File: src/rtl/bcd_timer.sv
// Two-digit BCD count-up/count-down timer with a prescaled tick,
// run/pause/done control and a single-cycle completion pulse.
module bcd_timer #(
    parameter int unsigned TICK_DIV = 100000000
) (
    input  logic       CLK,
    input  logic       RST_N,
    input  logic       start,
    input  logic       stop,
    input  logic       load,
    input  logic [7:0] load_val,
    input  logic       mode,
    output logic [7:0] num,
    output logic       idle,
    output logic       done
);

    localparam int unsigned PRESC_W   = 27;
    localparam int unsigned NUM_W     = 8;
    localparam logic [PRESC_W-1:0] TICK_LAST = PRESC_W'(TICK_DIV - 1);

    typedef enum logic [1:0] {
        S_IDLE  = 2'd0,
        S_RUN   = 2'd1,
        S_PAUSE = 2'd2,
        S_DONE  = 2'd3
    } state_e;

    state_e             state_q, state_d;
    logic [NUM_W-1:0]   num_q, num_d;
    logic [PRESC_W-1:0] presc_q, presc_d;
    logic               dir_q, dir_d;
    logic               idle_q, idle_d;
    logic               done_q, done_d;

    logic               load_ok_c;
    logic               start_end_c;
    logic [NUM_W-1:0]   num_up_c;
    logic [NUM_W-1:0]   num_dn_c;
    logic [NUM_W-1:0]   num_tick_c;
    logic               tick_end_c;

    // Preset legality, start-at-terminal detection and BCD step values
    always_comb begin
        load_ok_c   = (load_val[7:4] <= 4'd9) && (load_val[3:0] <= 4'd9);
        start_end_c = mode ? (num_q == 8'h99) : (num_q == 8'h00);

        num_up_c = num_q;
        if (num_q[3:0] >= 4'd9) begin
            num_up_c[3:0] = 4'd0;
            num_up_c[7:4] = (num_q[7:4] >= 4'd9) ? 4'd0 : num_q[7:4] + 4'd1;
        end else begin
            num_up_c[3:0] = num_q[3:0] + 4'd1;
        end

        num_dn_c = num_q;
        if (num_q[3:0] == 4'd0) begin
            num_dn_c[3:0] = 4'd9;
            num_dn_c[7:4] = (num_q[7:4] == 4'd0) ? 4'd9 : num_q[7:4] - 4'd1;
        end else begin
            num_dn_c[3:0] = num_q[3:0] - 4'd1;
        end

        num_tick_c = dir_q ? num_up_c : num_dn_c;
        tick_end_c = dir_q ? (num_tick_c == 8'h99) : (num_tick_c == 8'h00);
    end

    // Next-state, count, prescaler and registered-output logic
    always_comb begin
        state_d = state_q;
        num_d   = num_q;
        presc_d = presc_q;
        dir_d   = dir_q;
        done_d  = 1'b0;

        unique case (state_q)
            S_IDLE, S_PAUSE: begin
                if (stop) begin
                    if (state_q == S_PAUSE) begin
                        state_d = S_IDLE;
                        num_d   = 8'h00;
                    end
                end else if (start) begin
                    dir_d = mode;
                    if (start_end_c) begin
                        state_d = S_DONE;
                        done_d  = 1'b1;
                    end else begin
                        state_d = S_RUN;
                        if (state_q == S_IDLE) begin
                            presc_d = '0;
                        end
                    end
                end else if (load && load_ok_c) begin
                    num_d = load_val;
                end
            end
            S_RUN: begin
                if (stop) begin
                    state_d = S_PAUSE;
                end else if (presc_q == TICK_LAST) begin
                    presc_d = '0;
                    num_d   = num_tick_c;
                    if (tick_end_c) begin
                        state_d = S_DONE;
                        done_d  = 1'b1;
                    end
                end else begin
                    presc_d = presc_q + PRESC_W'(1);
                end
            end
            S_DONE: begin
                if (start || stop) begin
                    state_d = S_IDLE;
                end
            end
            default: begin
                state_d = S_IDLE;
            end
        endcase

        idle_d = (state_d == S_IDLE);
    end

    // State and output registers with synchronous active-low reset
    always_ff @(posedge CLK) begin
        if (!RST_N) begin
            state_q <= S_IDLE;
            num_q   <= 8'h00;
            presc_q <= '0;
            dir_q   <= 1'b0;
            idle_q  <= 1'b1;
            done_q  <= 1'b0;
        end else begin
            state_q <= state_d;
            num_q   <= num_d;
            presc_q <= presc_d;
            dir_q   <= dir_d;
            idle_q  <= idle_d;
            done_q  <= done_d;
        end
    end

    assign num  = num_q;
    assign idle = idle_q;
    assign done = done_q;

endmodule

File: config.mk
export PLATFORM = sky130hd
export DESIGN_NAME = bcd_timer
export DESIGN_NICKNAME = d
export VERILOG_FILES = /design/src/rtl/bcd_timer.sv
export SDC_FILE = /design/constraint.sdc
export NUM_CORES = 1
export LEC_CHECK = 0
export ABC_AREA = 1
export BUFFER_PORTS_ARGS = -buffer_cell sky130_fd_sc_hd__buf_2
export CAP_MARGIN = 20
export CORE_MARGIN = 5
export CORE_UTILIZATION = 45
export CTS_BUF_LIST = sky130_fd_sc_hd__clkbuf_8
export DETAILED_ROUTE_END_ITERATION = 8
export PLACE_DENSITY = 0.65
export SLEW_MARGIN = 20
export SYNTH_ARGS = -nofsm -noshare
export SYNTH_HDL_FRONTEND = slang
export SYNTH_SLANG_ARGS = --single-unit
File: constraint.sdc
create_clock -name CLK -period 2.92 [get_ports CLK]
set_input_delay 0.584 -clock CLK [delete_from_list [all_inputs] [get_ports CLK]]
set_output_delay 0.584 -clock CLK [all_outputs]
set_load 0.02 [all_outputs]
==> report_table.html, run 1 <==
<table>
<tr><th>Metric</th><th>Value</th></tr>
<tr><th colspan="2">Setup path</th></tr>
<tr><td>Data arrival time at the worst-slack endpoint</td><td>roughly 2.6 ns</td></tr>
<tr><td>Required time worst endpoint</td><td>around 3.1 ns</td></tr>
<tr><td>Max Fanout on Critical Path</td><td>28</td></tr>
<tr><td>Path depth of the worst reg2reg path</td><td>12</td></tr>
<tr><td>Startpoint class of the critical path</td><td>flip-flop</td></tr>
<tr><td>R2R Path End</td><td>presc_q[13]</td></tr>
<tr><td>Worst reg2reg setup slack</td><td>around 0.58 ns</td></tr>
<tr><td>Crit Reg-Reg Startpoint</td><td>num[0]</td></tr>
<tr><td>Endpoint type of the worst setup path</td><td>flip-flop</td></tr>
<tr><td>Critical Path Source</td><td>num[0]</td></tr>
<tr><td>Category of the most critical setup path</td><td>reg2reg</td></tr>
<tr><th colspan="2">Floorplanning</th></tr>
<tr><td>Floorplan row count</td><td>28</td></tr>
<tr><td>Initial Utilization</td><td>0.4693</td></tr>
<tr><td>Die X-Extent</td><td>89.04 um</td></tr>
<tr><td>Core footprint</td><td>~6000 um^2</td></tr>
<tr><td>Die footprint</td><td>~8000 um^2</td></tr>
<tr><td>Chip Height</td><td>around 90 um</td></tr>
<tr><td># IOs</td><td>24</td></tr>
<tr><th colspan="2">Power</th></tr>
<tr><td>Worst voltage drop across the vdd grid</td><td>0.2249 mV</td></tr>
<tr><td>Clock share of power</td><td>0.312</td></tr>
<tr><td>Final total power</td><td>between 1 and 1.5 mW</td></tr>
<tr><td>Total leakage power</td><td>1.187 nW</td></tr>
<tr><td>Sequential Power Share</td><td>0.453</td></tr>
<tr><td>Part of the power in combinational logic</td><td>0.235</td></tr>
<tr><td>Net switching component of the power</td><td>421.7 uW</td></tr>
<tr><td>Power density over the cells</td><td>roughly 420 nW/um^2</td></tr>
<tr><td>Fraction of power spent switching nets</td><td>0.3268</td></tr>
<tr><td>Design internal power</td><td>approximately 870 uW</td></tr>
<tr><th colspan="2">Synthesis</th></tr>
<tr><td>Area share of the leading cell type in the synthesized netlist</td><td>0.2848</td></tr>
<tr><td>Netlist area before placement</td><td>2811 um^2</td></tr>
<tr><td>Synthesized Nets</td><td>around 470</td></tr>
<tr><td>Syn Area/Cell</td><td>roughly 6.3 um^2</td></tr>
<tr><td>Synth warnings</td><td>0</td></tr>
<tr><td>Fraction of the yosys area taken by sequential cells</td><td>0.2848</td></tr>
<tr><td>Flops &amp; latches, synth</td><td>40</td></tr>
<tr><td>Syn Inst Count</td><td>between 400 and 500</td></tr>
<tr><td>Dominant cells by area after synthesis</td><td>dfxtp_1 (28%), nand2_1 (15%), nor2_1 (8.4%)</td></tr>
<tr><td>Count of distinct cell types in the synthesized netlist</td><td>39</td></tr>
<tr><td>Cell type with the highest aggregate area in the netlist</td><td>dfxtp_1</td></tr>
<tr><th colspan="2">Drt</th></tr>
<tr><td>Antenna violation net count after detailed routing</td><td>0</td></tr>
<tr><td>Total Routed Length</td><td>about 7.1 mm</td></tr>
<tr><td>DRC errors left</td><td>0</td></tr>
<tr><td>DRC violation total after the first TritonRoute iteration</td><td>266</td></tr>
<tr><td>First drt pass iteration count</td><td>5</td></tr>
<tr><td>Mean routed wirelength per cell</td><td>~13 um</td></tr>
<tr><td>Count of vias placed by the detailed router</td><td>2,918</td></tr>
<tr><td>Average via count per standard cell</td><td>around 5.4</td></tr>
<tr><th colspan="2">STA</th></tr>
<tr><td>Number of pins with negative max-slew slack in the final report</td><td>0</td></tr>
<tr><td>Slew @ Worst Pin</td><td>0.5865 ns</td></tr>
<tr><td>Final worst clock skew</td><td>roughly 0.0080 ns</td></tr>
<tr><td>Final critical delay including setup and external delays</td><td>roughly 2.3 ns</td></tr>
<tr><td>Setup TNS Final</td><td>0 ns</td></tr>
<tr><td>Worst Setup Slack, final</td><td>between 0.5 and 0.6 ns</td></tr>
<tr><td>Highest clock frequency the design can meet</td><td>0.4282 GHz</td></tr>
<tr><td>Worst slew margin</td><td>0.6054</td></tr>
<tr><td>Final hold violations</td><td>0</td></tr>
<tr><td>Number of endpoints failing setup at the final stage</td><td>0</td></tr>
<tr><td>Share of the cycle needed by the critical path after routing</td><td>0.7997</td></tr>
<tr><td>Unrepaired setup endpoints after global routing</td><td>no</td></tr>
<tr><th colspan="2">Clock network</th></tr>
<tr><td>Maximum level of the CTS H-tree</td><td>2</td></tr>
<tr><td>Post-cts sizing count</td><td>0</td></tr>
<tr><td>Clock Root Buffer</td><td>clkbuf_8</td></tr>
<tr><td>CTS buffer count</td><td>5</td></tr>
<tr><td>Clk sinks</td><td>40</td></tr>
<tr><td>Buffers inserted by post-CTS timing repair</td><td>0</td></tr>
<tr><td>Hold bufs inserted after CTS</td><td>0</td></tr>
<tr><td>Clock slew seen by the registers of the worst setup and hold paths</td><td>~0.070 ns</td></tr>
<tr><td>Clock latency on the worst-skew pair</td><td>just under 0.3 ns</td></tr>
<tr><td>TritonCTS clock tree</td><td>yes</td></tr>
<tr><td>Number of buffers on the longest clock path</td><td>2</td></tr>
<tr><th colspan="2">Worst hold path</th></tr>
<tr><td>Hold Path Class</td><td>reg2reg</td></tr>
<tr><td>Hold EP</td><td>presc_q[6]</td></tr>
<tr><td>Worst Hold Launch</td><td>presc_q[6]</td></tr>
<tr><td>Worst Hold Path Cells</td><td>2</td></tr>
<tr><th colspan="2">Place</th></tr>
<tr><td>RD Place Congestion</td><td>roughly 0.93</td></tr>
<tr><td>Pre-CTS setup slack</td><td>0.6018 ns</td></tr>
<tr><td>Placed wire-length estimate after detailed placement</td><td>around 5.4 mm</td></tr>
<tr><td>IO Port Bufs</td><td>23</td></tr>
<tr><td>Placed Area</td><td>approximately 3000 um^2</td></tr>
<tr><th colspan="2">Global routing</th></tr>
<tr><td>Maximum number of pins on one net before global-route repair</td><td>29</td></tr>
<tr><td>First-pass GRT wire length</td><td>approximately 12 mm</td></tr>
<tr><td>Number of global-route vias before repair</td><td>2,565</td></tr>
<tr><td>Antenna violations before repair</td><td>0</td></tr>
<tr><td>GRT Total Usage</td><td>0.1923</td></tr>
<tr><td>Overflow after GRT</td><td>0</td></tr>
<tr><th colspan="2">Layout</th></tr>
<tr><td>ANT cells</td><td>0</td></tr>
<tr><td>Nets</td><td>a little under 500</td></tr>
<tr><td>Filler cells</td><td>approximately 600</td></tr>
<tr><td>Post-synthesis to final-layout area growth</td><td>8.901%</td></tr>
<tr><td>Ratio of cells with drive above 1 in the final layout</td><td>0.09829</td></tr>
<tr><td>Post-route design area</td><td>between 3000 and 4000 um^2</td></tr>
<tr><th colspan="2">Run status</th></tr>
<tr><td>Status</td><td>complete, no violations</td></tr>
<tr><th colspan="2">Job</th></tr>
<tr><td>Max Cap Viol</td><td>0</td></tr>
</table>
logic make-up after synthesis:
group                    synth area share
XOR/XNOR                          0.03738
AND/OR/NAND/NOR                    0.4286
flip-flops                         0.2848
buffers and inverters             0.09657
adder cells (fa/ha/maj)           0.03115
AO/OA/AOI/OAI                      0.1215
routing by layer:
metal / share of wire / vias to the layer above / track usage / wire length [um]
li1: - / 1514 / - / -
met1: 0.53 / 1340 / 0.2945 / 3780
met2: 0.42 / 55 / 0.2807 / 2995
met3: 0.039 / 9 / 0.03041 / 281
met4: 0.011 / 0 / 0.04601 / 80
met5: 0 / - / 0 / 0
synth_stat cells, drive strengths merged:
cell type and number:
nand3 42, or4 1, nor4 7, o21a 1, clkbuf 3, nand2 116, ha 7, buf 7
or2 1, a31o 1, nor3 18, inv 49, xnor2 2, a21oi 29, nor3b 1, xor2 10
nor2 63, dfxtp 40, clkinv 3, nand3b 1, a211oi 6, o21ai 18, a31oi 4, o211ai 1
nand4 14, and3 1
power groups by stage:
stage | Sequential [mW] | Clock (mW) | Combinational [mW]
6_report | 0.585 | 0.403 | 0.303
5_1_grt | 0.588 | 0.436 | 0.339
4_1_cts | 0.584 | 0.412 | 0.300
3_5_place_dp | 0.597 | 0 | 0.298
3_3_place_gp | 0.597 | 0 | 0.297
2_1_floorplan | 0.603 | 0 | 0.224
area by class of cell:
| type | count | area (um^2) | area share |
|---|---|---|---|
| Timing Repair Buffer | 25 | 130.1 | 0.04250 |
| Tap cell | 75 | 93.84 | 0.03065 |
| Multi-Input combinational cell | 344 | 1739 | 0.5680 |
| Sequential cell | 40 | 800.8 | 0.2615 |
| Inverter | 52 | 201.4 | 0.06579 |
| Clock buffer | 7 | 96.34 | 0.03147 |
placed cells by master (no fill, tap or decap), types with 2 or more instances in the layout:
cell      Yosys  routed
inv_1        47      47
nor4_1        7       7
nor2_1       63      63
nand4_1      14      14
xnor2_1       2       2
buf_4         0       2
clkinv_1      2       2
nand2_4       2       2
clkbuf_8      0       7
dfxtp_1      40      40
a211oi_1      5       5
o21ai_1       2       2
nor3_1       17      17
nand2_1     113     113
o21ai_0      15      15
buf_2         2      23
xor2_1       10      10
a31oi_1       4       4
nand3_1      40      40
a21oi_1      28      28
ha_1          7       7
inv_4         2       2
sequential cells by signal, summed over array words and instances (netlist names):
register and count:
dir_q 1, done 1, idle 1, num 8
presc_q 27, state_q 2
per-stage QoR:
stage	std cells	hold WS, ns	util
2_1_floorplan	446	0.4574	-
3_3_place_gp	536	0.4802	0.4950
3_5_place_dp	536	0.4872	0.4950
4_1_cts	543	0.4975	0.5111
5_1_grt	543	0.5213	0.5111
6_report	543	0.4971	0.5111
how the worst max path moves through the flow:
stage	endpoint	slack (ns)	depth (start not counted)
floorplan	presc_q[17]	0.84	11
global placement	presc_q[6]	0.71	12
detailed placement	presc_q[13]	0.60	12
CTS	presc_q[13]	0.59	12
global route	presc_q[23]	0.37	12
finish	presc_q[13]	0.58	12
worst max-delay path, cell delays in order (launching register included):
cell and delay [ns]:
dfxtp_1 0.37, inv_1 0.13, ha_1 0.30, nand3_4 0.14
or2_1 0.27, o21ai_2 0.17, nand3b_4 0.19, nand2_8 0.15
nand2_4 0.10, nand2_4 0.14, clkinv_2 0.11, o21ai_1 0.07
a21oi_1 0.11
(Power assumes the default switching activity.)
==> run 2, diff against run 1 <==
PLACE_DENSITY = 0.67   (was 0.65)
clock period = 1.9 ns   (was 2.92 ns; I/O delays follow)
==> report_table.html, run 2 (synthesis results as in run 1) <==
<table>
<tr><th>Metric</th><th>Value</th></tr>
<tr><th colspan="2">Clock network</th></tr>
<tr><td>Maximum level of the CTS H-tree</td><td>2</td></tr>
<tr><td>Number of buffers on the longest clock path</td><td>2</td></tr>
<tr><td>Clock slew seen by the registers of the worst setup and hold paths</td><td>approximately 0.08 ns</td></tr>
<tr><td>Clock latency on the worst-skew pair</td><td>slightly above 0.3 ns</td></tr>
<tr><td>Clock Root Buffer</td><td>clkbuf_8</td></tr>
<tr><td>Clk sinks</td><td>40</td></tr>
<tr><td>CTS buffer count</td><td>5</td></tr>
<tr><td>Hold bufs inserted after CTS</td><td>0</td></tr>
<tr><td>TritonCTS clock tree</td><td>yes</td></tr>
<tr><th colspan="2">Drt</th></tr>
<tr><td>Count of vias placed by the detailed router</td><td>3,149</td></tr>
<tr><td>Average via count per standard cell</td><td>around 5.3</td></tr>
<tr><td>Total Routed Length</td><td>around 8 mm</td></tr>
<tr><td>DRC violation total after the first TritonRoute iteration</td><td>approximately 260</td></tr>
<tr><td>Mean routed wirelength per cell</td><td>13.80 um</td></tr>
<tr><td>DRC errors left</td><td>0</td></tr>
<tr><td>First drt pass iteration count</td><td>4</td></tr>
<tr><td>Antenna violation net count after detailed routing</td><td>0</td></tr>
<tr><th colspan="2">Place</th></tr>
<tr><td>Placed wire-length estimate after detailed placement</td><td>roughly 5.8 mm</td></tr>
<tr><td>Pre-CTS setup slack</td><td>-0.001056 ns</td></tr>
<tr><td>IO Port Bufs</td><td>23</td></tr>
<tr><td>RD Place Congestion</td><td>a little over 0.9</td></tr>
<tr><td>Placed Area</td><td>between 3000 and 4000 um^2</td></tr>
<tr><th colspan="2">Global routing</th></tr>
<tr><td>Overflow after GRT</td><td>0</td></tr>
<tr><td>Maximum number of pins on one net before global-route repair</td><td>17</td></tr>
<tr><td>GRT Total Usage</td><td>0.2032</td></tr>
<tr><td>Number of global-route vias before repair</td><td>around 2,800</td></tr>
<tr><td>Antenna violations before repair</td><td>0</td></tr>
<tr><td>First-pass GRT wire length</td><td>around 13 mm</td></tr>
<tr><th colspan="2">Layout</th></tr>
<tr><td>Post-route design area</td><td>between 3000 and 4000 um^2</td></tr>
<tr><td>Area occupied by multi-input gates</td><td>between 1500 and 2000 um^2</td></tr>
<tr><td>Largest reg by FF count</td><td>presc_q</td></tr>
<tr><td>Number of flip-flops under the largest register name</td><td>27</td></tr>
<tr><td>Ratio of cells with drive above 1 in the final layout</td><td>0.3043</td></tr>
<tr><td>Reg area</td><td>~810 um^2</td></tr>
<tr><td>Filler cells</td><td>about 570</td></tr>
<tr><td>Most common cell after layout, fill and taps aside</td><td>nand2_1</td></tr>
<tr><td>Nets</td><td>536</td></tr>
<tr><td>ANT cells</td><td>0</td></tr>
<tr><td>Post-synthesis to final-layout area growth</td><td>32.00%</td></tr>
<tr><td>Leading cell types in the layout, fill and taps excluded</td><td>nand2_1 (102), nor2_1 (54), buf_4 (43), inv_1 (41), dfxtp_1 (33)</td></tr>
<tr><th colspan="2">STA</th></tr>
<tr><td>Share of the cycle needed by the critical path after routing</td><td>0.9997</td></tr>
<tr><td>Highest clock frequency the design can meet</td><td>between 0.5 and 0.6 GHz</td></tr>
<tr><td>Worst hold-check slack</td><td>approximately 0.40 ns</td></tr>
<tr><td>Worst slew margin</td><td>0.5952</td></tr>
<tr><td>Unrepaired setup endpoints after global routing</td><td>yes</td></tr>
<tr><td>Worst Setup Slack, final</td><td>0.0005131 ns</td></tr>
<tr><td>Number of pins with negative max-slew slack in the final report</td><td>0</td></tr>
<tr><td>Final worst clock skew</td><td>~0.003 ns</td></tr>
<tr><td>Final critical delay including setup and external delays</td><td>between 1.5 and 2 ns</td></tr>
<tr><td>Final hold violations</td><td>0</td></tr>
<tr><td>Number of endpoints failing setup at the final stage</td><td>0</td></tr>
<tr><td>Slew @ Worst Pin</td><td>between 0.6 and 0.7 ns</td></tr>
<tr><th colspan="2">Setup path</th></tr>
<tr><td>Endpoint type of the worst setup path</td><td>flip-flop</td></tr>
<tr><td>Critical path buffers and inverters</td><td>2</td></tr>
<tr><td>Max Fanout on Critical Path</td><td>7</td></tr>
<tr><td>Data arrival time at the worst-slack endpoint</td><td>~2.1 ns</td></tr>
<tr><td>CP max stage delay</td><td>0.34 ns</td></tr>
<tr><td>Family with the most delay on the worst path</td><td>simple AND/OR/NAND/NOR gates</td></tr>
<tr><td>Slowest stage cell, crit path</td><td>dfxtp_2</td></tr>
<tr><td>Most repeated library cell on the critical path</td><td>nand2_8</td></tr>
<tr><td>Category of the most critical setup path</td><td>reg2reg</td></tr>
<tr><td>Required time worst endpoint</td><td>around 2.1 ns</td></tr>
<tr><td>List of cells traversed by the critical path</td><td>inv_4, ha_4, nand3_4, or2_4, o21ai_2, nand3b_4, nand2_8, nand2_4, nand2_8, buf_8, a211oi_2</td></tr>
<tr><td>Startpoint class of the critical path</td><td>flip-flop</td></tr>
<tr><th colspan="2">Power</th></tr>
<tr><td>Power density over the cells</td><td>635.6 nW/um^2</td></tr>
<tr><td>Total leakage power</td><td>around 1.5 nW</td></tr>
<tr><td>Worst voltage drop across the vdd grid</td><td>~0.34 mV</td></tr>
<tr><td>Final total power</td><td>2.359 mW</td></tr>
<tr><th colspan="2">Floorplanning</th></tr>
<tr><td>Initial Utilization</td><td>0.4693</td></tr>
<tr><td>Die footprint</td><td>7928 um^2</td></tr>
<tr><td>Floorplan row count</td><td>28</td></tr>
<tr><td># IOs</td><td>24</td></tr>
<tr><td>Die X-Extent</td><td>around 89 um</td></tr>
<tr><td>Chip Height</td><td>between 80 and 90 um</td></tr>
<tr><td>Core footprint</td><td>around 6000 um^2</td></tr>
<tr><th colspan="2">Run status</th></tr>
<tr><td>Status</td><td>complete, no violations</td></tr>
<tr><th colspan="2">Worst hold path</th></tr>
<tr><td>Hold Path Class</td><td>in2reg</td></tr>
<tr><th colspan="2">Job</th></tr>
<tr><td>Max Cap Viol</td><td>0</td></tr>
</table>
[run 2: area by class of cell]
| class | count | area share |
|---|---|---|
| sequential | 40 | 0.2188 |
| clock inverter | 2 | 0.01045 |
| clock buffer | 6 | 0.02225 |
| timing repair buffer | 71 | 0.1342 |
| multi-input combinational | 345 | 0.5317 |
| tap | 75 | 0.02529 |
| inverter | 52 | 0.05732 |
[run 2: metrics by stage]
step,cells,TNS [ns],utilization
floorplan,446,0,-
global placement,576,0,0.5485
detailed placement,576,-0.001908,0.5485
CTS,584,-0.01954,0.5687
global route,591,-1.436,0.6195
finish,591,0,0.6195
[run 2: worst register-to-register path: cells and delay by family, from the launching register on]
kind | cells | cell delay (ns)
buffers and inverters | 2 | 0.23
AO/OA/AOI/OAI | 2 | 0.28
flip-flops | 1 | 0.34
AND/OR/NAND/NOR | 6 | 0.80
adder cells (fa/ha/maj) | 1 | 0.18
[run 2: layer usage]
metal / vias up / routed length, um / track usage
met1: 1421 / 3931 / 0.2923
met2: 97 / 3687 / 0.3151
met5: - / 0 / 0
met3: 15 / 440 / 0.03226
li1: 1616 / - / -
met4: 0 / 93 / 0.05548
[run 2: final timing paths]
| check | from | to | slack (ns) | depth (start not counted) |
|---|---|---|---|---|
| worst max-delay path | num[1] | presc_q[4] | 0.0005 | 11 |
| worst min-delay path | RST_N | num[7] | 0.40 | 3 |
| worst max register to register | num[1] | presc_q[4] | 0.0005 | 11 |
| worst min register to register | presc_q[6] | presc_q[6] | 0.49 | 2 |
[run 2: report_power, final]
part / internal [mW] / switching (mW)
sequential: 0.865 / 0.0192
combinational: 0.289 / 0.419
clock: 0.430 / 0.337
[run 2: what timing repair did]
action	4_1_cts	5_1_grt
gates resized for setup	0	76
setup endpoints to repair	4	38
buffers inserted	0	6
cloned	0	1
pin swaps	2	22
